[src/rtl/cache_bus_pkg.sv]
// Shared types and tag-field constants for the cache bus arbiter.
package cache_bus_pkg;

  typedef enum logic [1:0] {
    IDLE  = 2'd0,
    ADDR  = 2'd1,
    WDATA = 2'd2,
    RESP  = 2'd3
  } arb_state_t;

  typedef enum logic [1:0] {
    OWN_NONE = 2'd0,
    OWN_I    = 2'd1,
    OWN_D    = 2'd2
  } arb_owner_t;

  typedef enum logic [3:0] {
    TYPE_MEMORY = 4'd0,
    TYPE_MMIO   = 4'd1,
    TYPE_PORT   = 4'd2,
    TYPE_IRQ    = 4'd3
  } req_type_t;

  localparam int TAG_RW_BIT   = 12;
  localparam int TAG_TYPE_MSB = 11;
  localparam int TAG_TYPE_LSB = 8;

  localparam logic TAG_READ  = 1'b1;
  localparam logic TAG_WRITE = 1'b0;

  function automatic logic tag_is_write(input logic [12:0] tag);
    return (tag[TAG_RW_BIT] == TAG_WRITE);
  endfunction

endpackage

[src/rtl/cache_bus_arbiter_if.sv]
// Request/response channel between a cache and the arbiter, and between the
// arbiter and the system bus.
interface ArbiterCacheInterface #(
  parameter int DATA_WIDTH = 64,
  parameter int TAG_WIDTH  = 13
) ();

  logic [DATA_WIDTH-1:0] req;
  logic [TAG_WIDTH-1:0]  reqtag;
  logic                  reqcyc;
  logic                  reqack;
  logic [DATA_WIDTH-1:0] resp;
  logic [TAG_WIDTH-1:0]  resptag;
  logic                  respcyc;
  logic                  respack;

  // Arbiter's view of a requesting cache.
  modport ArbiterPorts (
    input  req, reqtag, reqcyc, respack,
    output reqack, resp, resptag, respcyc
  );

  // Cache-side view, used by the arbiter toward the system bus.
  modport CachePorts (
    output req, reqtag, reqcyc, respack,
    input  reqack, resp, resptag, respcyc
  );

endinterface

[src/rtl/cache_bus_arbiter_rr_pick.sv]
// Two-way round-robin pick: bit 0 is icache, bit 1 is dcache. The pointer
// remembers which cache was granted last so the other wins the next tie.
module arb_rr_pick (
  input  logic       clk,
  input  logic       rst,
  input  logic [1:0] req_i,
  input  logic       accept_i,
  output logic [1:0] grant_o
);

  logic ptr_q;
  logic ptr_d;

  // Grant selection and pointer update; ptr_q = 1 means dcache goes first.
  always_comb begin
    grant_o = 2'b00;
    ptr_d   = ptr_q;
    if (req_i == 2'b11) begin
      grant_o = ptr_q ? 2'b10 : 2'b01;
    end else begin
      grant_o = req_i;
    end
    if (accept_i && (grant_o != 2'b00)) begin
      ptr_d = grant_o[0];
    end else begin
      ptr_d = ptr_q;
    end
  end

  // Pointer register, icache first out of reset.
  always_ff @(posedge clk or posedge rst) begin
    if (rst) begin
      ptr_q <= 1'b0;
    end else begin
      ptr_q <= ptr_d;
    end
  end

endmodule

[src/rtl/cache_bus_arbiter.sv]
// Shares one system-bus port between icache and dcache, one transaction at a time.
// Build option: ARB_DCACHE_PRIORITY_EN selects fixed dcache priority on contention.
module cache_bus_arbiter
  import cache_bus_pkg::*;
#(
  parameter int DATA_WIDTH = 64,
  parameter int TAG_WIDTH  = 13,
  parameter int BEATS      = 8
) (
  input  logic                              clk,
  input  logic                              reset,
  ArbiterCacheInterface.ArbiterPorts        icache,
  ArbiterCacheInterface.ArbiterPorts        dcache,
  ArbiterCacheInterface.CachePorts          bus
);

  localparam int              CNT_W     = (BEATS > 1) ? $clog2(BEATS) : 1;
  localparam logic [CNT_W-1:0] LAST_BEAT = CNT_W'(BEATS - 1);

  arb_state_t             state_q, state_d;
  arb_owner_t             owner_q, owner_d;
  logic                   is_write_q, is_write_d;
  logic [CNT_W-1:0]       cnt_q, cnt_d;

  logic [1:0]             req_s;
  logic [1:0]             grant_s;
  logic                   accept_s;
  logic [TAG_WIDTH-1:0]   win_tag_s;

  logic [DATA_WIDTH-1:0]  own_req_s;
  logic [TAG_WIDTH-1:0]   own_reqtag_s;
  logic                   own_reqcyc_s;
  logic                   own_respack_s;

  assign req_s     = {dcache.reqcyc, icache.reqcyc};
  assign accept_s  = (state_q == IDLE);
  assign win_tag_s = grant_s[1] ? dcache.reqtag : icache.reqtag;

`ifdef ARB_DCACHE_PRIORITY_EN
  // Fixed pick: dcache wins any tie, a lone requester wins outright.
  always_comb begin
    if (req_s[1]) begin
      grant_s = 2'b10;
    end else begin
      grant_s = req_s;
    end
  end
`else
  arb_rr_pick u_pick (
    .clk      (clk),
    .rst      (reset),
    .req_i    (req_s),
    .accept_i (accept_s),
    .grant_o  (grant_s)
  );
`endif

  // Mux the current owner's request-side inputs.
  always_comb begin
    own_req_s     = '0;
    own_reqtag_s  = '0;
    own_reqcyc_s  = 1'b0;
    own_respack_s = 1'b0;
    case (owner_q)
      OWN_I: begin
        own_req_s     = icache.req;
        own_reqtag_s  = icache.reqtag;
        own_reqcyc_s  = icache.reqcyc;
        own_respack_s = icache.respack;
      end
      OWN_D: begin
        own_req_s     = dcache.req;
        own_reqtag_s  = dcache.reqtag;
        own_reqcyc_s  = dcache.reqcyc;
        own_respack_s = dcache.respack;
      end
      default: begin
        own_req_s     = '0;
        own_reqtag_s  = '0;
        own_reqcyc_s  = 1'b0;
        own_respack_s = 1'b0;
      end
    endcase
  end

  // State register.
  always_ff @(posedge clk or posedge reset) begin
    if (reset) begin
      state_q    <= IDLE;
      owner_q    <= OWN_NONE;
      is_write_q <= 1'b0;
      cnt_q      <= '0;
    end else begin
      state_q    <= state_d;
      owner_q    <= owner_d;
      is_write_q <= is_write_d;
      cnt_q      <= cnt_d;
    end
  end

  // Next-state logic; the beat counter wraps to 0 on the terminal beat.
  always_comb begin
    state_d    = state_q;
    owner_d    = owner_q;
    is_write_d = is_write_q;
    cnt_d      = cnt_q;
    case (state_q)
      IDLE: begin
        if (grant_s != 2'b00) begin
          state_d    = ADDR;
          owner_d    = grant_s[1] ? OWN_D : OWN_I;
          is_write_d = tag_is_write(win_tag_s);
          cnt_d      = '0;
        end else begin
          owner_d = OWN_NONE;
        end
      end
      ADDR: begin
        if (!own_reqcyc_s) begin
          state_d = IDLE;
          owner_d = OWN_NONE;
        end else if (bus.reqack) begin
          state_d = is_write_q ? WDATA : RESP;
          cnt_d   = '0;
        end else begin
          state_d = ADDR;
        end
      end
      WDATA: begin
        if (own_reqcyc_s && bus.reqack) begin
          if (cnt_q == LAST_BEAT) begin
            state_d = IDLE;
            owner_d = OWN_NONE;
            cnt_d   = '0;
          end else begin
            cnt_d = cnt_q + CNT_W'(1);
          end
        end else begin
          cnt_d = cnt_q;
        end
      end
      RESP: begin
        if (bus.respcyc && own_respack_s) begin
          if (cnt_q == LAST_BEAT) begin
            state_d = IDLE;
            owner_d = OWN_NONE;
            cnt_d   = '0;
          end else begin
            cnt_d = cnt_q + CNT_W'(1);
          end
        end else begin
          cnt_d = cnt_q;
        end
      end
      default: begin
        state_d = IDLE;
        owner_d = OWN_NONE;
        cnt_d   = '0;
      end
    endcase
  end

  // Combinational forwarding between the owner and the bus; all quiet otherwise.
  always_comb begin
    bus.req        = '0;
    bus.reqtag     = '0;
    bus.reqcyc     = 1'b0;
    bus.respack    = 1'b0;
    icache.reqack  = 1'b0;
    icache.resp    = '0;
    icache.resptag = '0;
    icache.respcyc = 1'b0;
    dcache.reqack  = 1'b0;
    dcache.resp    = '0;
    dcache.resptag = '0;
    dcache.respcyc = 1'b0;
    case (state_q)
      ADDR, WDATA: begin
        bus.req    = own_req_s;
        bus.reqtag = own_reqtag_s;
        bus.reqcyc = own_reqcyc_s;
        case (owner_q)
          OWN_I:   icache.reqack = bus.reqack;
          OWN_D:   dcache.reqack = bus.reqack;
          default: bus.reqcyc    = 1'b0;
        endcase
      end
      RESP: begin
        bus.respack = own_respack_s;
        case (owner_q)
          OWN_I: begin
            icache.resp    = bus.resp;
            icache.resptag = bus.resptag;
            icache.respcyc = bus.respcyc;
          end
          OWN_D: begin
            dcache.resp    = bus.resp;
            dcache.resptag = bus.resptag;
            dcache.respcyc = bus.respcyc;
          end
          default: bus.respack = 1'b0;
        endcase
      end
      default: bus.respack = 1'b0;
    endcase
  end

endmodule

[src/flat_wrapper.sv]
// flat-port wrapper written by rule: the top's interface ports become plain ports
module cache_bus_arbiter_flat import cache_bus_pkg::*;
#(
  parameter int DATA_WIDTH = 64,
  parameter int TAG_WIDTH  = 13,
  parameter int BEATS      = 8
)
  (clk, reset, icache_req, icache_reqtag, icache_reqcyc, icache_respack, icache_reqack, icache_resp, icache_resptag, icache_respcyc, dcache_req, dcache_reqtag, dcache_reqcyc, dcache_respack, dcache_reqack, dcache_resp, dcache_resptag, dcache_respcyc, bus_req, bus_reqtag, bus_reqcyc, bus_respack, bus_reqack, bus_resp, bus_resptag, bus_respcyc);
  ArbiterCacheInterface #(.DATA_WIDTH(DATA_WIDTH), .TAG_WIDTH(TAG_WIDTH)) icache_i ();
  ArbiterCacheInterface #(.DATA_WIDTH(DATA_WIDTH), .TAG_WIDTH(TAG_WIDTH)) dcache_i ();
  ArbiterCacheInterface #(.DATA_WIDTH(DATA_WIDTH), .TAG_WIDTH(TAG_WIDTH)) bus_i ();
  input  logic clk;
  input  logic reset;
  input wire logic [$bits(icache_i.req)-1:0] icache_req;
  input wire logic [$bits(icache_i.reqtag)-1:0] icache_reqtag;
  input wire logic [$bits(icache_i.reqcyc)-1:0] icache_reqcyc;
  input wire logic [$bits(icache_i.respack)-1:0] icache_respack;
  output wire logic [$bits(icache_i.reqack)-1:0] icache_reqack;
  output wire logic [$bits(icache_i.resp)-1:0] icache_resp;
  output wire logic [$bits(icache_i.resptag)-1:0] icache_resptag;
  output wire logic [$bits(icache_i.respcyc)-1:0] icache_respcyc;
  input wire logic [$bits(dcache_i.req)-1:0] dcache_req;
  input wire logic [$bits(dcache_i.reqtag)-1:0] dcache_reqtag;
  input wire logic [$bits(dcache_i.reqcyc)-1:0] dcache_reqcyc;
  input wire logic [$bits(dcache_i.respack)-1:0] dcache_respack;
  output wire logic [$bits(dcache_i.reqack)-1:0] dcache_reqack;
  output wire logic [$bits(dcache_i.resp)-1:0] dcache_resp;
  output wire logic [$bits(dcache_i.resptag)-1:0] dcache_resptag;
  output wire logic [$bits(dcache_i.respcyc)-1:0] dcache_respcyc;
  output wire logic [$bits(bus_i.req)-1:0] bus_req;
  output wire logic [$bits(bus_i.reqtag)-1:0] bus_reqtag;
  output wire logic [$bits(bus_i.reqcyc)-1:0] bus_reqcyc;
  output wire logic [$bits(bus_i.respack)-1:0] bus_respack;
  input wire logic [$bits(bus_i.reqack)-1:0] bus_reqack;
  input wire logic [$bits(bus_i.resp)-1:0] bus_resp;
  input wire logic [$bits(bus_i.resptag)-1:0] bus_resptag;
  input wire logic [$bits(bus_i.respcyc)-1:0] bus_respcyc;
  assign icache_i.req = icache_req;
  assign icache_i.reqtag = icache_reqtag;
  assign icache_i.reqcyc = icache_reqcyc;
  assign icache_i.respack = icache_respack;
  assign icache_reqack = icache_i.reqack;
  assign icache_resp = icache_i.resp;
  assign icache_resptag = icache_i.resptag;
  assign icache_respcyc = icache_i.respcyc;
  assign dcache_i.req = dcache_req;
  assign dcache_i.reqtag = dcache_reqtag;
  assign dcache_i.reqcyc = dcache_reqcyc;
  assign dcache_i.respack = dcache_respack;
  assign dcache_reqack = dcache_i.reqack;
  assign dcache_resp = dcache_i.resp;
  assign dcache_resptag = dcache_i.resptag;
  assign dcache_respcyc = dcache_i.respcyc;
  assign bus_req = bus_i.req;
  assign bus_reqtag = bus_i.reqtag;
  assign bus_reqcyc = bus_i.reqcyc;
  assign bus_respack = bus_i.respack;
  assign bus_i.reqack = bus_reqack;
  assign bus_i.resp = bus_resp;
  assign bus_i.resptag = bus_resptag;
  assign bus_i.respcyc = bus_respcyc;
  cache_bus_arbiter #(.DATA_WIDTH(DATA_WIDTH), .TAG_WIDTH(TAG_WIDTH), .BEATS(BEATS)) u_core (.clk(clk), .reset(reset), .icache(icache_i), .dcache(dcache_i), .bus(bus_i));
endmodule
[config.mk]
export PLATFORM = sky130hd
export DESIGN_NAME = cache_bus_arbiter_flat
export DESIGN_NICKNAME = d
export VERILOG_FILES = /design/src/rtl/cache_bus_pkg.sv /design/src/rtl/cache_bus_arbiter_if.sv /design/src/rtl/cache_bus_arbiter_rr_pick.sv /design/src/rtl/cache_bus_arbiter.sv /design/src/flat_wrapper.sv
export SDC_FILE = /design/constraint.sdc
export NUM_CORES = 1
export LEC_CHECK = 0
export CORE_AREA = 5 5 179 181
export DETAILED_ROUTE_END_ITERATION = 6
export DIE_AREA = 0 0 184 186
export PLACE_DENSITY = 0.44
export SYNTH_ARGS = -nofsm -noshare
export SYNTH_HDL_FRONTEND = slang
export SYNTH_SLANG_ARGS = --single-unit
[constraint.sdc]
create_clock -name clk -period 1.6 [get_ports clk]
set_input_delay 0.16 -clock clk [delete_from_list [all_inputs] [get_ports clk]]
set_output_delay 0.16 -clock clk [all_outputs]
set_load 0.005 [all_outputs]
# Word-level counts from Yosys, hierarchy flattened

Index checks and enable logic that the tools add are counted.

Bits in registers: 9
Output and inout port bits: 237
Input bits: 239
Logic and storage cells: 82

Add/subtract/negate cells: 1
Bitwise operators: 1
Multiplexer cells: 51
Reduce and logical (&&, ||, !) cells: 11
Equal/unequal tests: 13

Operator list:

| kind                                                                     | number |
|---|---|
| 64-bit 2-to-1 mux                                                        | 5 |
| 64-bit one-hot mux with 2 select lines                                   | 1 |
| 13-bit 2-to-1 mux                                                        | 6 |
| 2-bit 2-to-1 mux                                                         | 14 |
| 13-bit one-hot mux with 2 select lines                                   | 1 |
| 3-bit 2-to-1 mux                                                         | 6 |
| 2-bit one-hot mux with 4 select lines                                    | 2 |
| 1-bit 2-to-1 mux                                                         | 13 |
| 3-bit one-hot mux with 4 select lines                                    | 1 |
| 2-bit equality test (second input constant)                              | 4 |
| 2-bit by 1-bit inequality test with 1-bit output (second input constant) | 4 |
| 3-bit AND reduction                                                      | 2 |
| 5-bit AND reduction                                                      | 1 |
| 2-bit by 1-bit equality test with 1-bit output (second input constant)   | 2 |
| 2-bit inequality test (second input constant)                            | 2 |
| 1-bit one-hot mux with 2 select lines                                    | 2 |
| 2-bit OR reduction                                                       | 2 |
| 3-bit by 1-bit adder with 3-bit output (second input constant)           | 1 |
| 3-bit equality test (second input constant)                              | 1 |
| 1-bit logical AND                                                        | 3 |
| 2-bit zero test                                                          | 1 |
| 2-bit AND reduction                                                      | 1 |
| 2-bit nonzero test                                                       | 1 |
| 1-bit inverter                                                           | 1 |

# Longest topological paths before layout

Word-level depth: 5
Gate-level depth with buffers: 7
Gate-level depth less buffers: 6

# Modules after synthesis

A second synthesis with hierarchy kept.

Cells, all modules: 441
Area total of the unflattened synthesis: 2756.4 µm²

By module, submodules not included:

| module            | times used | area each (µm²) | sequential area each (µm²) | cells each |
|---|---|---|---|---|
| cache_bus_arbiter | 1          | 2697.6          | 200.2                      | 434 |
| arb_rr_pick       | 1          | 58.8            | 25.0                       | 7 |

# Least setup slack after synthesis

No wires, ideal clock.

Kind: reg-to-reg
Start point: register u_core.owner_q[0]
End point: register u_core.cnt_q[0]
Required time: 1.473 ns
Library setup time: 0.127 ns
Stages on the path, launching flop included: 7
Slack: -0.093 ns
Arrival: 1.565 ns
Path buffers: 0
Clock period less this slack: 1.693 ns
Cell sequence: dfrtp_1 > inv_1 > ha_1 > nand2b_1 > o21ai_2 > and3_4 > mux2_1

Cells in the longest elaborated chain, start to end: 5
Elaborated cells on any way between the ends: 10

Ends and longest elaborated chain:

| element                                                                               | line                                               | source |
|---|---|---|
| from (decl)                                                                           | cache_bus_arbiter.sv:21                            | `arb_owner_t owner_q, owner_d;` |
| from (signal assigned)                                                                | cache_bus_arbiter.sv:95                            | `owner_q <= owner_d;` |
| 2-bit equality test or 2-bit by 1-bit equality test with 1-bit output (tied branches) | cache_bus_arbiter.sv:64                            | `case (owner_q)` |
| 1-bit one-hot mux with 2 select lines                                                 | cache_bus_arbiter.sv:64                            |  |
| 1-bit logical AND (on tied branches)                                                  | cache_bus_arbiter.sv:143, cache_bus_arbiter.sv:130 |  |
| 2-bit by 1-bit inequality test with 1-bit output (no line)                            | n/a                                                |  |
| 5-bit AND reduction (no line) (*)                                                     | n/a                                                |  |
| to (signal assigned)                                                                  | cache_bus_arbiter.sv:97                            | `cnt_q <= cnt_d;` |
| to (decl)                                                                             | cache_bus_arbiter.sv:23                            | `logic [CNT_W-1:0] cnt_q, cnt_d;` |

Mark *: on every way between the ends. The rest lies on a longest branch, timed or not.
A chain may end at the register's enable or synchronous reset.

# Worst setup path in the final report

Start point: register u_core.owner_q[0]
End point: output icache_resp[54]

Cells in the longest elaborated chain, start to end: 3

Ends and longest elaborated chain:

| element                                        | line                     | source |
|---|---|---|
| 2-bit by 1-bit equality test with 1-bit output | cache_bus_arbiter.sv:190 | `case (owner_q)` |
| 64-bit 2-to-1 mux                              | cache_bus_arbiter.sv:190 |  |
| 64-bit 2-to-1 mux                              | cache_bus_arbiter.sv:177 | `case (state_q)` |
| to (decl)                                      | flat_wrapper.sv:19       | `output wire logic [$bits(icache_i.resp)-1:0] icache_resp;` |

No other way between the ends.

==> summary.txt <==
Global routing
  • Grt ovf: 0
  • Number of global-route vias before repair: between 5,000 and 6,000
  • GRT Overall Usage: 0.1444
  • Initial antenna violation count: 2
  • Largest net degree at the start of global routing: 43
  • First-pass GRT wire length: ~38,000 um

Logic synthesis
  • Yosys top cell by area: and3_1
  • Top post-synthesis cells by area: and3_1, a22oi_1, nor2_1
  • Syn Area/Cell: between 6 and 7 um2
  • #FFs+latches synth: 9
  • Mapped Nets: ~690
  • Number of library cell types mapped by synthesis: 31
  • Post-synthesis sequential area ratio: 0.08115
  • Area of the mapped netlist: between 0.002 and 0.003 mm2
  • Mapped Cells: roughly 440
  • Yosys warns: 0
  • Post-synth top area share: 0.3562

Critical path
  • WP depth: 9
  • Worst path most repeated cell: buf_6
  • Setup crit start kind: register
  • Worst path slowest cell: dfrtp_1
  • Arr. time, crit path: about 1.8 ns
  • CP Data Required Time: ~1.4 ns
  • WS Path Type: reg -> out
  • CP max stage delay: between 0.3 and 0.4 ns
  • Critical-path maximum fanout: 7
  • R2r setup slk: -0.36 ns
  • Worst r2r path cells: 9
  • Buf+Inv Stages, Crit Path: 7
  • R2r startpoint: u_core.owner_q[1]
  • CP Cell Sequence: buf_6, ha_4, buf_12, buf_6, buf_6, buf_6, buf_6, and3_4, buf_6
  • Worst reg2reg path endpoint: u_core.cnt_q[0]
  • Crit end category: primary output
  • CP top delay family: buffers and inverters

Timing
  • RSZ-0062 raised after global routing: true
  • Worst clock skew: between 0.0006 and 0.0007 ns
  • Crit path time final: 1.971 ns
  • Slew Viols, Final: 0
  • Hold Slack: 0.2238 ns
  • Slew @ Worst Pin: ~0.40 ns
  • Setup TNS: -57.40 ns
  • Count of final setup violators: between 200 and 250
  • Fmax: between 0.5 and 0.6 GHz
  • Fin crit share: 1.232
  • Fin. Hold Viols: 0
  • Rel. slew slack: 0.7355
  • Setup ws final: -0.3713 ns

Floorplanning
  • Die Footprint: 0.03422 mm2
  • # IOs: between 400 and 500
  • Die Span X: 184 um
  • # rows: between 60 and 70
  • Initial Utilization: 0.09168
  • Die height: approximately 190 um
  • Core area: just over 0.03 mm2

Place
  • Port Buf Inserts: 475
  • Post-placement cell count: between 1,000 and 1,500
  • Post-detail-place hpwl: approximately 21,000 um
  • Final GP Congestion: around 0.84
  • Worst slack, placed: -0.3947 ns

Min path
  • Hold Path Class: in -> async

Power and ir drop
  • Logic gate share of total power: 0.517
  • Sequential Power Share: 0.163
  • Max IR drop VDD: between 0.0002 and 0.00025 V
  • Clock power share: 0.321
  • Cell Pwr Density: approximately 130 mW/mm2
  • Int Power: between 1 and 1.5 mW
  • Leakage: 5.256 nW
  • Sw Ratio: 0.2282
  • P_sw: roughly 320 uW

Clock tree
  • Clock Path Buffers: 2
  • Clock-pin slew on the worst setup and hold paths: 0.04 ns
  • Clock root cell: clkbuf_16
  • Hold Buf Count CTS: 0
  • Worst-Skew Late Latency: 0.24 ns
  • Clock sink count: 9
  • CTS H-tree lvls: 1
  • CTS tree: built
  • TritonCTS Buffers: 3

Finish
  • Layout area overhead: 285.8%
  • Final core occ: 0.3537
  • Fin nets: approximately 1,300
  • Cell Count, Final, Fillers Out: between 1,000 and 1,500
  • Fraction of layout cells with a size suffix above 1: 0.5505

Routing
  • Routed vias/inst: approximately 4.2
  • Drt initial violations: 152
  • Drt wl/cell: about 23 um
  • Final wirelength: roughly 32,000 um
  • Post-DRT Antenna Nets: 0
  • Vias: between 6,000 and 7,000
  • DRC: 0
  • Drt first pass iters: 4

Run
  • Max cap viols: 0

Run status
  • Status: complete, but fails checks
  • Failing checks: negative setup slack
## state kept, by name (all words and copies together), names as in the netlist
register and flops:
u_core.cnt_q 3, u_core.owner_q 2, u_core.is_write_q 1, u_core.u_pick.ptr_q 1
u_core.state_q 2
## cells in the mapped netlist
cell and instances:
a22o_1 1, and3_1 158, o41ai_1 1, buf_6 1, and3_4 1, nand3_1 3, nand2b_1 3, buf_2 6
inv_1 8, mux2i_1 4, nor3b_1 2, nand2_1 6, a221o_1 1, nor2_1 80, a31o_1 1, a31oi_1 2
dfrtp_1 9, nand3_2 1, a22oi_1 79, o21ai_2 1, ha_1 9, a21oi_1 1, buf_1 10, o32ai_1 1
mux2_1 2, nor3_1 2, and3b_1 1, nor2b_1 1, clkbuf_1 45, mux2_2 1, o21ai_0 3
## cell type report
class / instances / area [um2]
Inverter: 8 / 30.03
Sequential cell: 9 / 225.2
Antenna cell: 1 / 2.502
Clock buffer: 4 / 78.83
Tap cell: 396 / 495.5
Fill cell: 3117 / 19560
Multi-Input combinational cell: 365 / 3187
Timing Repair Buffer: 644 / 6686
## kinds of logic after synthesis
logic type	share of synthesized area
simple gates	0.5068
compound gates	0.2448
mux	0.02660
flops	0.08116
fa+ha+maj	0.04058
buf+inv	0.1001
## worst max path at each step
stage / slack (ns) / end / startpoint
final: -0.37 / icache_resp[54] / u_core.owner_q[0]
after CTS: -0.55 / icache_resp[57] / u_core.owner_q[1]
after floorplan: -0.02 / u_core.cnt_q[0] / u_core.owner_q[1]
after global placement: -0.37 / icache_resp[19] / u_core.owner_q[1]
after detailed placement: -0.39 / icache_resp[19] / u_core.owner_q[1]
after global routing: -0.42 / u_core.cnt_q[1] / u_core.owner_q[1]
## cell usage in the layout, fill, tap and decap left out, types with 22 or more instances in the layout
cell / instances
buf_12: 25
a22oi_2: 74
clkbuf_2: 92
dlymetal6s2s_1: 28
clkdlybuf4s50_1: 238
nor2_1: 54
buf_2: 52
and3_1: 89
buf_8: 22
buf_4: 50
clkbuf_16: 23
buf_6: 94
and3_4: 70
## metrics by stage
| stage | instance area [um2] | total power [mW] |
|---|---|---|
| 2_1_floorplan | 2808 | 0.2467 |
| 3_3_place_gp | 8406 | 0.9080 |
| 3_5_place_dp | 8406 | 0.9132 |
| 4_1_cts | 9081 | 1.391 |
| 5_1_grt | 10700 | 1.460 |
| 6_report | 10710 | 1.406 |
## power by group through the flow
stage	logic, mW	clock network, mW	registers, mW
after floorplan	0.0150	0	0.232
after global placement	0.676	0	0.232
after detailed placement	0.681	0	0.232
after CTS	0.701	0.461	0.229
after global routing	0.760	0.472	0.228
final	0.727	0.451	0.229
## per-layer routing
metal | GRT usage | share of wire | up-vias
li1 | - | - | 2827
met1 | 0.1729 | 0.38 | 2868
met2 | 0.2619 | 0.52 | 329
met3 | 0.03752 | 0.079 | 30
met4 | 0.02751 | 0.017 | 0
met5 | 0 | 0 | -
## timing repair
action,CTS,global route
hold endpoints to repair,0,0
setup endpoints to repair,244,244
pin swaps,7,88
gates resized for setup,281,720
gates cloned,13,30
buffers inserted,12,67
Power figures use the tool's default switching activity.
